File: config.mk
export PLATFORM = sky130hd
export DESIGN_NAME = pipelined_subtractor_32bit_flat
export DESIGN_NICKNAME = d
export VERILOG_FILES = /design/src/rtl/pipelined_subtractor_32bit_if.sv /design/src/rtl/pipelined_subtractor_32bit.sv /design/src/flat_wrapper.sv
export SDC_FILE = /design/constraint.sdc
export NUM_CORES = 1
export LEC_CHECK = 0
export ABC_AREA = 1
export CAP_MARGIN = 20
export CORE_AREA = 2 2 251 129
export CTS_CLUSTER_SIZE = 10
export DETAILED_ROUTE_END_ITERATION = 10
export DIE_AREA = 0 0 253 131
export GPL_ROUTABILITY_DRIVEN = 1
export GPL_TIMING_DRIVEN = 0
export HOLD_SLACK_MARGIN = 0.12
export PLACE_DENSITY = 0.6
export SYNTH_ARGS = -nofsm -noshare
export SYNTH_HDL_FRONTEND = slang
export SYNTH_SLANG_ARGS = --single-unit
File: constraint.sdc
create_clock -name clk -period 2.6 [get_ports clk]
set_clock_uncertainty 0.1 [all_clocks]
set_input_delay 0.39 -clock clk [delete_from_list [all_inputs] [get_ports clk]]
set_output_delay 0.39 -clock clk [all_outputs]
set_load 0.05 [all_outputs]
File: src/rtl/pipelined_subtractor_32bit_if.sv
// pipelined_subtractor_32bit_if
// Groups the operand and result handshakes of the pipelined 32-bit subtractor.
//   in_valid/in_ready        : operand handshake (upstream -> subtractor)
//   a, b, b_in               : minuend, subtrahend, borrow in
//   out_valid/out_ready      : result handshake (subtractor -> downstream)
//   diff, b_out, ovf         : difference, borrow out, signed overflow
// The master modport is the side that supplies operands and consumes results.
// The slave modport is the subtractor itself.
interface pipelined_subtractor_32bit_if;
  logic        in_valid;
  logic        in_ready;
  logic [31:0] a;
  logic [31:0] b;
  logic        b_in;
  logic        out_valid;
  logic        out_ready;
  logic [31:0] diff;
  logic        b_out;
  logic        ovf;

  modport master (
    output in_valid, a, b, b_in, out_ready,
    input  in_ready, out_valid, diff, b_out, ovf
  );

  modport slave (
    input  in_valid, a, b, b_in, out_ready,
    output in_ready, out_valid, diff, b_out, ovf
  );
endinterface

File: src/rtl/pipelined_subtractor_32bit.sv
// pipelined_subtractor_32bit
// Four-stage, byte-sliced 32-bit subtractor computing (a - b - b_in) mod 2^32,
// with borrow out and signed overflow. Each stage resolves one byte using the
// borrow registered by the stage before it; the untouched upper operand bytes
// travel forward with their transaction.
// Ports:
//   clk   : clock, rising-edge active
//   rst_n : asynchronous active-low reset, empties the pipeline
//   bus   : slave side of pipelined_subtractor_32bit_if (valid/ready in and out)
// A stalled output (out_valid & ~out_ready) freezes every stage and drops
// in_ready; otherwise all stages advance together, bubbles included.
module pipelined_subtractor_32bit (
  input logic                          clk,
  input logic                          rst_n,
  pipelined_subtractor_32bit_if.slave  bus
);

  logic stall;

  // Stage 0: byte 0 resolved, bytes 3..1 of both operands pending
  logic        s0Valid_q,  s0Valid_d;
  logic [7:0]  s0Diff_q,   s0Diff_d;
  logic        s0Borrow_q, s0Borrow_d;
  logic [23:0] s0A_q,      s0A_d;
  logic [23:0] s0B_q,      s0B_d;

  // Stage 1: bytes 1..0 resolved, bytes 3..2 pending
  logic        s1Valid_q,  s1Valid_d;
  logic [15:0] s1Diff_q,   s1Diff_d;
  logic        s1Borrow_q, s1Borrow_d;
  logic [15:0] s1A_q,      s1A_d;
  logic [15:0] s1B_q,      s1B_d;

  // Stage 2: bytes 2..0 resolved, byte 3 pending (carries the sign bits)
  logic        s2Valid_q,  s2Valid_d;
  logic [23:0] s2Diff_q,   s2Diff_d;
  logic        s2Borrow_q, s2Borrow_d;
  logic [7:0]  s2A_q,      s2A_d;
  logic [7:0]  s2B_q,      s2B_d;

  // Stage 3: full result, final borrow and overflow
  logic        s3Valid_q,  s3Valid_d;
  logic [31:0] s3Diff_q,   s3Diff_d;
  logic        s3Borrow_q, s3Borrow_d;
  logic        s3Ovf_q,    s3Ovf_d;

  // One byte slice of the subtraction; the MSB of the 9-bit result is the
  // borrow out because a negative slice difference wraps into bit 8.
  function automatic logic [8:0] subSlice(input logic [7:0] x,
                                          input logic [7:0] y,
                                          input logic       bin);
    return {1'b0, x} - {1'b0, y} - {8'd0, bin};
  endfunction

  // A result waiting on a downstream that is not ready freezes the pipe.
  assign stall        = s3Valid_q & ~bus.out_ready;
  assign bus.in_ready = ~stall;

  // Next-state for every stage. Holding is the default; when the pipe moves,
  // each stage takes the previous stage's contents plus one more byte.
  // Data of bubbles is loaded too, since the outputs are gated by valid.
  always_comb begin
    s0Valid_d  = s0Valid_q;
    s0Diff_d   = s0Diff_q;
    s0Borrow_d = s0Borrow_q;
    s0A_d      = s0A_q;
    s0B_d      = s0B_q;
    s1Valid_d  = s1Valid_q;
    s1Diff_d   = s1Diff_q;
    s1Borrow_d = s1Borrow_q;
    s1A_d      = s1A_q;
    s1B_d      = s1B_q;
    s2Valid_d  = s2Valid_q;
    s2Diff_d   = s2Diff_q;
    s2Borrow_d = s2Borrow_q;
    s2A_d      = s2A_q;
    s2B_d      = s2B_q;
    s3Valid_d  = s3Valid_q;
    s3Diff_d   = s3Diff_q;
    s3Borrow_d = s3Borrow_q;
    s3Ovf_d    = s3Ovf_q;

    if (!stall) begin
      s0Valid_d                = bus.in_valid;
      {s0Borrow_d, s0Diff_d}   = subSlice(bus.a[7:0], bus.b[7:0], bus.b_in);
      s0A_d                    = bus.a[31:8];
      s0B_d                    = bus.b[31:8];

      s1Valid_d                   = s0Valid_q;
      {s1Borrow_d, s1Diff_d[15:8]} = subSlice(s0A_q[7:0], s0B_q[7:0], s0Borrow_q);
      s1Diff_d[7:0]               = s0Diff_q;
      s1A_d                       = s0A_q[23:8];
      s1B_d                       = s0B_q[23:8];

      s2Valid_d                     = s1Valid_q;
      {s2Borrow_d, s2Diff_d[23:16]} = subSlice(s1A_q[7:0], s1B_q[7:0], s1Borrow_q);
      s2Diff_d[15:0]                = s1Diff_q;
      s2A_d                         = s1A_q[15:8];
      s2B_d                         = s1B_q[15:8];

      s3Valid_d                     = s2Valid_q;
      {s3Borrow_d, s3Diff_d[31:24]} = subSlice(s2A_q, s2B_q, s2Borrow_q);
      s3Diff_d[23:0]                = s2Diff_q;
      // Operands of unlike sign whose result sign differs from a overflowed;
      // this stays exact with a borrow in, including b = 0x7FFFFFFF, b_in = 1.
      s3Ovf_d = (s2A_q[7] ^ s2B_q[7]) & (s3Diff_d[31] ^ s2A_q[7]);
    end
  end

  // Pipeline registers; reset empties every stage at once.
  always_ff @(posedge clk or negedge rst_n) begin
    if (!rst_n) begin
      s0Valid_q  <= 1'b0;
      s0Diff_q   <= '0;
      s0Borrow_q <= 1'b0;
      s0A_q      <= '0;
      s0B_q      <= '0;
      s1Valid_q  <= 1'b0;
      s1Diff_q   <= '0;
      s1Borrow_q <= 1'b0;
      s1A_q      <= '0;
      s1B_q      <= '0;
      s2Valid_q  <= 1'b0;
      s2Diff_q   <= '0;
      s2Borrow_q <= 1'b0;
      s2A_q      <= '0;
      s2B_q      <= '0;
      s3Valid_q  <= 1'b0;
      s3Diff_q   <= '0;
      s3Borrow_q <= 1'b0;
      s3Ovf_q    <= 1'b0;
    end else begin
      s0Valid_q  <= s0Valid_d;
      s0Diff_q   <= s0Diff_d;
      s0Borrow_q <= s0Borrow_d;
      s0A_q      <= s0A_d;
      s0B_q      <= s0B_d;
      s1Valid_q  <= s1Valid_d;
      s1Diff_q   <= s1Diff_d;
      s1Borrow_q <= s1Borrow_d;
      s1A_q      <= s1A_d;
      s1B_q      <= s1B_d;
      s2Valid_q  <= s2Valid_d;
      s2Diff_q   <= s2Diff_d;
      s2Borrow_q <= s2Borrow_d;
      s2A_q      <= s2A_d;
      s2B_q      <= s2B_d;
      s3Valid_q  <= s3Valid_d;
      s3Diff_q   <= s3Diff_d;
      s3Borrow_q <= s3Borrow_d;
      s3Ovf_q    <= s3Ovf_d;
    end
  end

  // Results are forced to zero whenever no valid result is presented.
  assign bus.out_valid = s3Valid_q;
  assign bus.diff      = s3Valid_q ? s3Diff_q : 32'd0;
  assign bus.b_out     = s3Valid_q & s3Borrow_q;
  assign bus.ovf       = s3Valid_q & s3Ovf_q;

endmodule

File: src/flat_wrapper.sv
// flat-port wrapper written by rule: the top's interface ports become plain ports
module pipelined_subtractor_32bit_flat 
  (clk, rst_n, bus_in_valid, bus_a, bus_b, bus_b_in, bus_out_ready, bus_in_ready, bus_out_valid, bus_diff, bus_b_out, bus_ovf);
  pipelined_subtractor_32bit_if bus_i ();
  input logic clk;
  input logic rst_n;
  input wire logic [$bits(bus_i.in_valid)-1:0] bus_in_valid;
  input wire logic [$bits(bus_i.a)-1:0] bus_a;
  input wire logic [$bits(bus_i.b)-1:0] bus_b;
  input wire logic [$bits(bus_i.b_in)-1:0] bus_b_in;
  input wire logic [$bits(bus_i.out_ready)-1:0] bus_out_ready;
  output wire logic [$bits(bus_i.in_ready)-1:0] bus_in_ready;
  output wire logic [$bits(bus_i.out_valid)-1:0] bus_out_valid;
  output wire logic [$bits(bus_i.diff)-1:0] bus_diff;
  output wire logic [$bits(bus_i.b_out)-1:0] bus_b_out;
  output wire logic [$bits(bus_i.ovf)-1:0] bus_ovf;
  assign bus_i.in_valid = bus_in_valid;
  assign bus_i.a = bus_a;
  assign bus_i.b = bus_b;
  assign bus_i.b_in = bus_b_in;
  assign bus_i.out_ready = bus_out_ready;
  assign bus_in_ready = bus_i.in_ready;
  assign bus_out_valid = bus_i.out_valid;
  assign bus_diff = bus_i.diff;
  assign bus_b_out = bus_i.b_out;
  assign bus_ovf = bus_i.ovf;
  pipelined_subtractor_32bit u_core (.clk(clk), .rst_n(rst_n), .bus(bus_i));
endmodule
== Word-level counts from Yosys, hierarchy flattened ==
Index checks and enable logic that the tools add are counted.

* Bits in registers: 185
* Input port bits: 69
* Output and inout port bits: 36
* Word-level logic and storage cells: 36

* Add/subtract/negate cells: 8
* Muxes and demuxes: 1
* Bitwise gates (word level): 8

{| class="wikitable"
|+ Operator list
! kind !! number
|-
| $sub A8 B8 Y9 || 4
|-
| $sub A9 B1 Y9 || 4
|-
| $mux W32 || 1
|-
| $and A1 B1 Y1 || 4
|-
| $not A1 Y1 || 2
|-
| $xor A1 B1 Y1 || 2
|}

== Depth between registers and ports, before layout ==
Gate-level depths: netlist of run 1.

* Depth in word-level cells: 4
* Gate-level depth with buffers: 16
* Depth with buffers taken out: 16

== Least setup slack after synthesis of run 1 ==
No wires, ideal clock.

* Kind: reg-to-reg
* Start: register u_core.s0B_q[0]
* End: register u_core.s1Diff_q[14]
* Setup time: 0.127 ns
* Arrival: 2.175 ns
* Data required time: 2.373 ns
* Path slack: 0.199 ns
* Stages on the path, launching flop included: 16
* Buffers on the path: 0
* Period minus slack after synthesis: 2.401 ns
* Cells stage by stage: dfrtp_1 inv_1 fa_1 inv_1 ha_1 inv_1 nand2_1 fa_1 inv_1 nand2_1 nand2_1 nand2_1 a21oi_1 nand2_1 nand3_1 o21ai_1

* Word-level cells in the longest chain between the ends: 2

{| class="wikitable"
|+ RTL lines
! element !! RTL line !! source
|-
| start, declared || pipelined_subtractor_32bit.sv:25 || <nowiki>logic [23:0] s0B_q, s0B_d;</nowiki>
|-
| start signal, assigned || pipelined_subtractor_32bit.sv:117 || <nowiki>s0B_q <= '0;</nowiki>
|-
| start signal, assigned || pipelined_subtractor_32bit.sv:137 || <nowiki>s0B_q <= s0B_d;</nowiki>
|-
| $sub A8 B8 Y9 || pipelined_subtractor_32bit.sv:52 || <nowiki>return {1'b0, x} - {1'b0, y} - {8'd0, bin};</nowiki>
|-
| $sub A9 B1 Y9 || pipelined_subtractor_32bit.sv:52 ||
|-
| end signal, assigned || pipelined_subtractor_32bit.sv:139 || <nowiki>s1Diff_q <= s1Diff_d;</nowiki>
|-
| end, declared || pipelined_subtractor_32bit.sv:29 || <nowiki>logic [15:0] s1Diff_q, s1Diff_d;</nowiki>
|}

No other way between the ends.
A chain may end at the register's enable or synchronous reset.

== Worst setup path in the final report of run 1 ==
* Start: input port bus_out_ready
* End: output port bus_in_ready

* Word-level cells in the longest chain between the ends: 3

{| class="wikitable"
|+ RTL lines
! element !! RTL line !! source
|-
| start, declared || flat_wrapper.sv:11 || <nowiki>input wire logic [$bits(bus_i.out_ready)-1:0] bus_out_ready;</nowiki>
|-
| $not A1 Y1 || pipelined_subtractor_32bit.sv:56 || <nowiki>assign stall = s3Valid_q & ~bus.out_ready;</nowiki>
|-
| $and A1 B1 Y1 || pipelined_subtractor_32bit.sv:56 ||
|-
| $not A1 Y1 || pipelined_subtractor_32bit.sv:57 || <nowiki>assign bus.in_ready = ~stall;</nowiki>
|-
| end, declared || flat_wrapper.sv:12 || <nowiki>output wire logic [$bits(bus_i.in_ready)-1:0] bus_in_ready;</nowiki>
|}

No other way between the ends.

==> flow_summary_export.csv, run 1 <==
group,metric,value,unit
cells_and_area,areaGrowthSynthToFinish,24.12,%
power_and_ir_drop,p_clk_frac,0.174,
sta,hold_violations,0,
die,fp.dieH,131,um
placed_design,dp_hpwl,18490,um
cts,cts_root_buf,"clkbuf_16",
drt,via_per_inst,4.376,
die,io_pins,105,
drt,final_antenna_net_count,0,
cts,clk_pin_slew,0.07,ns
yosys,ys.flop_type,"dfrtp_1",
placed_design,numPortBuffers,104,
worst_setup_path,cp_max_fo,10,
placed_design,post-place-cells,1636,
cells_and_area,nNetsFinal,1384,
yosys,syn_avg_cell_area,8.167,um2
yosys,syn_area,0.009171,mm2
placed_design,gp_congestion,0.8748,
worst_setup_path,r2r-start,"u_core.s0A_q[0]",
cts,cts_buffers,17,
yosys,synth_edf_count,0,
global_routing,grtUsageTotal,0.1576,
drt,drcViolationCount,0,
cts,cts_tree,"built",
worst_setup_path,reg2reg_depth,14,
power_and_ir_drop,p_sw,7.099,mW
drt,wire_per_inst,14.82,um
hold_path,min_to,"u_core.s3Diff_q[7]",
sta,max_freq,392.5,MHz
power_and_ir_drop,total_power,15.42,mW
drt,firstDrtPassIters,5,
die,die_width,253,um
worst_setup_path,slowest_stage,"clkdlybuf4s50_1",
placed_design,place_area,0.01076,mm2
cells_and_area,fill_cells,3278,
cts,cts_buffer_depth,2,
sta,slew_viol_final,0,
power_and_ir_drop,powerDensity,1355,mW/mm2
drt,drt_first_iter_violations,737,
worst_setup_path,crit_start,"bus_out_ready",
die,start_util,0.2951,
worst_setup_path,crit_path_end_kind,"output pin",
die,fp.dieArea,0.03314,mm2
die,core-area,0.03108,mm2
worst_setup_path,reg2reg_slack,0.07,ns
cells_and_area,postLayoutCoreUtil,0.3663,
cts,htree_levels,4,
yosys,async_flop_share,1.000,
global_routing,grt_pass1_vias,7070,
global_routing,grt_pass1_wl,39180,um
run_status,outcome,"finished, final reports clean",
cells_and_area,fin_cells,1672,
flow_run,maxCapViolations,0,
power_and_ir_drop,vdd_drop_max,0.0006593,V
sta,fin_tns_setup,0,ns
worst_setup_path,worstSetupPathType,"input pin to output pin",
global_routing,overflow,0,
worst_setup_path,r2r_end,"u_core.s1Diff_q[14]",
sta,fin_crit,2.548,ns
cells_and_area,multi_input_area,0.003567,mm2
global_routing,antenna_found_initial,0,
yosys,yosys_register_bits,185,
yosys,yosysSeqAreaShare,0.5048,
worst_setup_path,cp-start-kind,"input pin",
cells_and_area,regArea,0.004629,mm2
cts,clkLatencyLatePin,0.44,ns
sta,rsz0062_at_grt,"true",
worst_setup_path,worstPathCellList,"clkdlybuf4s50_1, nor2_8, inv_4, buf_6, buf_2, clkdlybuf4s18_2",
cells_and_area,fin_area,0.01138,mm2
yosys,syn_inst,1123,
yosys,yosys.cell_types.count,23,
power_and_ir_drop,intPower,8.321,mW
die,rows,46,
sta,worstMarginPinSlew,0.9729,ns
hold_path,worstHoldStart,"u_core.s2Diff_q[7]",
power_and_ir_drop,seqPwrFrac,0.314,
sta,fin_crit_sh,0.9799,
hold_path,hold_path.class,"flop to flop",
sta,slew_headroom,0.3514,
drt,vias,7316,
power_and_ir_drop,swShare,0.4604,
cts,clock-sinks,185,
power_and_ir_drop,leakagePower,6.148,nW
yosys,yosysWarnings,0,
cells_and_area,drive_gt1_frac,0.07278,
worst_setup_path,cp_slowest_stage_delay,0.68,ns
sta,setup_violations,0,
worst_setup_path,cp.arrival,2.06,ns
power_and_ir_drop,combinationalPowerShare,0.512,
drt,drt_wl_total,24780,um
global_routing,grt_max_degree,113,
cells_and_area,n_antenna_cell,0,
hold_path,hold_path_depth,2,
yosys,synth_fp_nets,1256,
worst_setup_path,cp.required,2.11,ns
-- critical path: cells and delay by family --
kind | cells | cell delay [ns]
buf+inv | 5 | 1.55
simple gates | 1 | 0.11
-- synth_stat cells, types with 2 or more instances --
library cell / instances / share of area
nand2_1: 399 / 0.16
inv_1: 209 / 0.086
dfrtp_1: 185 / 0.50
o21ai_0: 115 / 0.063
ha_1: 56 / 0.076
nand3_1: 31 / 0.017
buf_2: 24 / 0.013
nor2_1: 18 / 0.0074
a21oi_1: 14 / 0.0076
o21ai_1: 14 / 0.0076
clkbuf_1: 13 / 0.0053
xnor2_1: 10 / 0.0095
fa_1: 8 / 0.017
nand4_1: 6 / 0.0041
o21bai_1: 6 / 0.0049
a31oi_1: 4 / 0.0027
buf_4: 4 / 0.0033
buf_6: 2 / 0.0025
-- layout by cell type, fill, tap and decap left out, types with 2 or more instances in the layout --
cell type        netlist  final
a21oi_1               14     13
a31oi_1                4      4
buf_2                 24     24
buf_4                  4      7
buf_6                  2      2
bufinv_16              0      2
clkbuf_1              13     11
clkbuf_16              0     17
clkbuf_2               0      7
clkdlybuf4s15_1        0      4
clkdlybuf4s50_1        0     72
clkinvlp_4             0      4
dfrtp_1              185    185
dlygate4sd2_1          0     21
fa_1                   8      7
ha_1                  56     55
inv_1                209    205
inv_2                  1      5
inv_6                  0      5
nand2_1              399    395
nand2_2                0      3
nand3_1               31     29
nand3_2                0      2
nand4_1                6      6
nor2_1                18     18
o21ai_0              115    115
o21ai_1               14     14
o21bai_1               6      6
xnor2_1               10     10
-- layout make-up --
cell class / count / area share
Buffer: 43 / 0.01967
Timing Repair Buffer: 109 / 0.09266
Sequential cell: 185 / 0.4067
Clock inverter: 14 / 0.01440
Tap cell: 408 / 0.04485
Multi-Input combinational cell: 684 / 0.3134
Clock buffer: 18 / 0.03858
Inverter: 211 / 0.06980
-- power by group through the flow --
stage / Clock [mW] / Sequential, mW / Combinational (mW)
floorplan: 0 / 4.67 / 5.61
global placement: 0 / 4.85 / 7.67
detailed placement: 0 / 4.87 / 7.85
CTS: 2.76 / 4.82 / 7.77
global route: 2.89 / 4.98 / 8.98
finish: 2.69 / 4.84 / 7.89
-- cells by family (layout without fill, tap and decap cells) --
kind of cell | count (synthesis) | in the layout | share of synthesized area
simple gates | 456 | 456 | 0.1945
buf+inv | 254 | 395 | 0.1108
flops | 185 | 185 | 0.5048
compound gates | 154 | 154 | 0.08649
fa+ha+maj | 64 | 64 | 0.09386
xor+xnor | 10 | 10 | 0.009549
-- per-layer routing --
layer | track usage | vias to the layer above | share of wire
li1 | - | 3679 | -
met1 | 0.2414 | 3445 | 0.53
met2 | 0.2172 | 176 | 0.39
met3 | 0.03962 | 16 | 0.067
met4 | 0.04177 | 0 | 0.010
met5 | 0 | - | 0
-- registers in the layout, indices dropped and copies added (netlist names) --
name	count
u_core.s3Diff_q	32
u_core.s0A_q	24
u_core.s0B_q	24
u_core.s2Diff_q	24
u_core.s1A_q	16
u_core.s1B_q	16
u_core.s1Diff_q	16
u_core.s0Diff_q	8
u_core.s2A_q	8
u_core.s2B_q	8
u_core.bus.out_valid	1
u_core.s0Borrow_q	1
u_core.s0Valid_q	1
u_core.s1Borrow_q	1
u_core.s1Valid_q	1
u_core.s2Borrow_q	1
u_core.s2Valid_q	1
u_core.s3Borrow_q	1
u_core.s3Ovf_q	1
-- what timing repair did --
item,in CTS,in global routing
endpoints found under the hold margin,73,0
setup buffers,0,3
resized for setup,39,26
pin swaps,0,5
endpoints found under the setup margin,33,13
hold buffers,1,0
-- how the worst max path moves through the flow --
stage / endpoint / slack (ns)
2_1_floorplan: u_core.s1Diff_q[14] / 0.20
3_3_place_gp: u_core.s0A_q[17] / -6.79
3_5_place_dp: bus_in_ready / -0.40
4_1_cts: u_core.s1Diff_q[14] / 0.002
5_1_grt: u_core.s1Diff_q[14] / -0.04
6_report: bus_in_ready / 0.05
-- per-stage QoR --
step	setup slack (ns)	hold WS, ns
5_1_grt	-0.04449	0.3878
6_report	0.05239	0.3664
3_5_place_dp	-0.4011	0.3161
3_3_place_gp	-6.786	0.3502
2_1_floorplan	0.1986	-0.005591
4_1_cts	0.001794	0.3680
Note: power is estimated with default switching activity, not from simulation.
==> inputs of run 2 (changes only) <==
CORE_AREA = 2 2 199 162   (was 2 2 251 129)
DIE_AREA = 0 0 201 164   (was 0 0 253 131)
==> run 2 against run 1 <==
Compared with the run above:
- cell area is 0.20% higher
- register-to-register slack worse by 0.04 ns
- hold slack worse by 0.00057 ns
- critical endpoint is now u_core.s1Diff_q[14]
- largest cell class unchanged
- largest power group unchanged
==> flow_summary_export.csv, run 2 (same netlist as run 1, synthesis figures left out) <==
group,metric,value,unit
run_status,outcome,"finished, final reports clean",
sta,slew_headroom,0.5338,
worst_setup_path,reg2reg_depth,15,
worst_setup_path,crit_buf_inv,4,
worst_setup_path,worstSetupPathType,"flop to flop",
worst_setup_path,r2r_end,"u_core.s1Diff_q[14]",
sta,hold_violations,0,
cts,cts_buffers,17,
global_routing,antenna_found_initial,0,
power_and_ir_drop,powerDensity,1358,mW/mm2
cells_and_area,layout_common_cells,"395 x nand2_1, 207 x inv_1, 185 x dfrtp_1",
die,fp.dieArea,0.03296,mm2
hold_path,worstHoldStart,"u_core.s1Diff_q[8]",
drt,drt_wl_total,22740,um
global_routing,met1_usage,0.2167,
sta,worstMarginPinSlew,0.6993,ns
worst_setup_path,worstPathCellList,"inv_1, fa_1, ha_1, inv_1, nand2_4, fa_2, inv_2, nand2_2, nand2_2, nand2_4, a21oi_2, inv_1, nand2_1, nand3_1, o21ai_1",
hold_path,hold_path_depth,2,
power_and_ir_drop,seqPwrFrac,0.310,
power_and_ir_drop,intPower,8.381,mW
die,start_util,0.2960,
sta,fin_crit_sh,0.9877,
cells_and_area,postLayoutCoreUtil,0.3681,
placed_design,gp_congestion,0.8756,
global_routing,grt_pass1_vias,6807,
global_routing,grtUsageTotal,0.1443,
placed_design,post-place-cells,1648,
hold_path,hold_path.class,"flop to flop",
global_routing,grt_pass1_wl,36870,um
cells_and_area,max_flop_register,"u_core.s3Diff_q",
worst_setup_path,cp_slowest_stage_delay,0.47,ns
worst_setup_path,cp-start-kind,"flop",
global_routing,met2_usage,0.2134,
die,fp.dieH,164,um
worst_setup_path,crit_top_cell,"inv_1",
drt,via_per_inst,4.234,
die,io_pins,105,
die,core-area,0.03099,mm2
worst_setup_path,cp_max_fo,3,
drt,drt_first_iter_violations,550,
cells_and_area,areaGrowthSynthToFinish,24.37,%
cts,clkLatencyLatePin,0.44,ns
cts,cts_root_buf,"clkbuf_16",
worst_setup_path,cp.required,2.87,ns
global_routing,grt_use_met3,0.02401,
power_and_ir_drop,swShare,0.4588,
cells_and_area,n_antenna_cell,0,
power_and_ir_drop,vdd_drop_max,0.0007152,V
power_and_ir_drop,leakagePower,6.175,nW
sta,fin_crit,2.568,ns
sta,setup_violations,0,
drt,wire_per_inst,13.52,um
cells_and_area,largest_register_ffs,32,
placed_design,dp_hpwl,17170,um
sta,slew_viol_final,0,
power_and_ir_drop,p_clk_frac,0.181,
cells_and_area,drive_gt1_frac,0.06423,
cts,cts_buffer_depth,2,
cts,clk_pin_slew,0.07,ns
sta,max_freq,389.4,MHz
cells_and_area,final_common_cell,"nand2_1",
cts,cts_tree,"built",
worst_setup_path,crit_path_end_kind,"flop",
power_and_ir_drop,combinationalPowerShare,0.510,
die,die_width,201,um
worst_setup_path,slowest_stage,"fa_1",
global_routing,overflow,0,
cts,clock-sinks,185,
hold_path,min_to,"u_core.s2Diff_q[8]",
drt,final_antenna_net_count,0,
drt,vias,7117,
cells_and_area,nNetsFinal,1381,
worst_setup_path,reg2reg_slack,0.03,ns
cells_and_area,fin_cells,1681,
die,rows,58,
power_and_ir_drop,p_sw,7.105,mW
global_routing,grt_busiest_layer,"met1",
sta,rsz0062_at_grt,"true",
placed_design,numPortBuffers,104,
drt,drcViolationCount,0,
sta,whs,0.3658,ns
worst_setup_path,cp.arrival,2.83,ns
drt,firstDrtPassIters,5,
flow_run,maxCapViolations,0,
cts,htree_levels,4,
global_routing,grt_max_degree,112,
worst_setup_path,worst_path_dominant_cell_family,"adder cells",
worst_setup_path,r2r-start,"u_core.s0B_q[0]",
cts,post_cts_buffers,0,
-- run 2: through the flow --
| step | power (mW) | worst slack, ns | TNS (ns) | instance area, um2 |
|---|---|---|---|---|
| 4_1_cts | 15.49 | 0.002857 | 0 | 11380 |
| 3_3_place_gp | 12.57 | -6.694 | -1234.85 | 10740 |
| 3_5_place_dp | 12.80 | -0.4194 | -0.6395 | 10770 |
| 6_report | 15.49 | 0.03204 | 0 | 11410 |
| 2_1_floorplan | 10.28 | 0.1986 | 0 | 9171 |
| 5_1_grt | 16.89 | -0.1050 | -0.1572 | 11410 |
-- run 2: power by group through the flow --
stage	Combinational, mW	Clock, mW	Sequential [mW]
2_1_floorplan	5.61	0	4.67
3_3_place_gp	7.73	0	4.83
3_5_place_dp	7.95	0	4.85
4_1_cts	7.86	2.83	4.80
5_1_grt	8.98	2.96	4.96
6_report	7.89	2.80	4.80
-- run 2: worst register-to-register path: cells and delay by family, from the launching register on --
kind,cells,cell delay (ns)
buffers and inverters,4,0.37
AOI/OAI and AO/OA,2,0.22
and+or+nand+nor,6,0.40
adders and majority gates,3,1.05
DFF,1,0.36
-- run 2: worst max-delay path by stage --
stage                    startpoint                   to  slack, ns  cells after the start
2_1_floorplan       u_core.s0B_q[0]  u_core.s1Diff_q[14]       0.20                     15
3_3_place_gp                  rst_n  u_core.s3Diff_q[15]      -6.69                      1
3_5_place_dp          bus_out_ready         bus_in_ready      -0.42                      6
4_1_cts        u_core.bus.out_valid         bus_in_ready      0.003                      7
5_1_grt             u_core.s0B_q[0]  u_core.s1Diff_q[14]      -0.11                     15
6_report            u_core.s0B_q[0]  u_core.s1Diff_q[14]       0.03                     15
-- run 2: per-layer routing --
metal	up-vias	wire length, um
met3	20	962
met2	152	9574
li1	3673	-
met4	0	269
met5	-	0
met1	3272	11930
-- run 2: final cells by class --
type                            count  area [um2]
Fill cell                        3198       19580
Sequential cell                   185        4629
Multi-Input combinational cell    684        3560
Timing Repair Buffer              106        1041
Inverter                          211       794.5
Tap cell                          420       525.5
Clock buffer                       17       425.4
Buffer                             43       224.0
Clock inverter                     15       206.4
-- run 2: timing repair --
item	in CTS	in global routing
gates resized for setup	37	12
pin swaps	2	6
hold endpoints to repair	74	0
hold buffers	1	0
setup endpoints to repair	33	4
==> inputs of run 3 (changes only) <==
CTS_CLUSTER_DIAMETER = 30   (was not set)
==> results of run 3 <==
No change in the layout: final DEF, timing and power equal those of run 2.
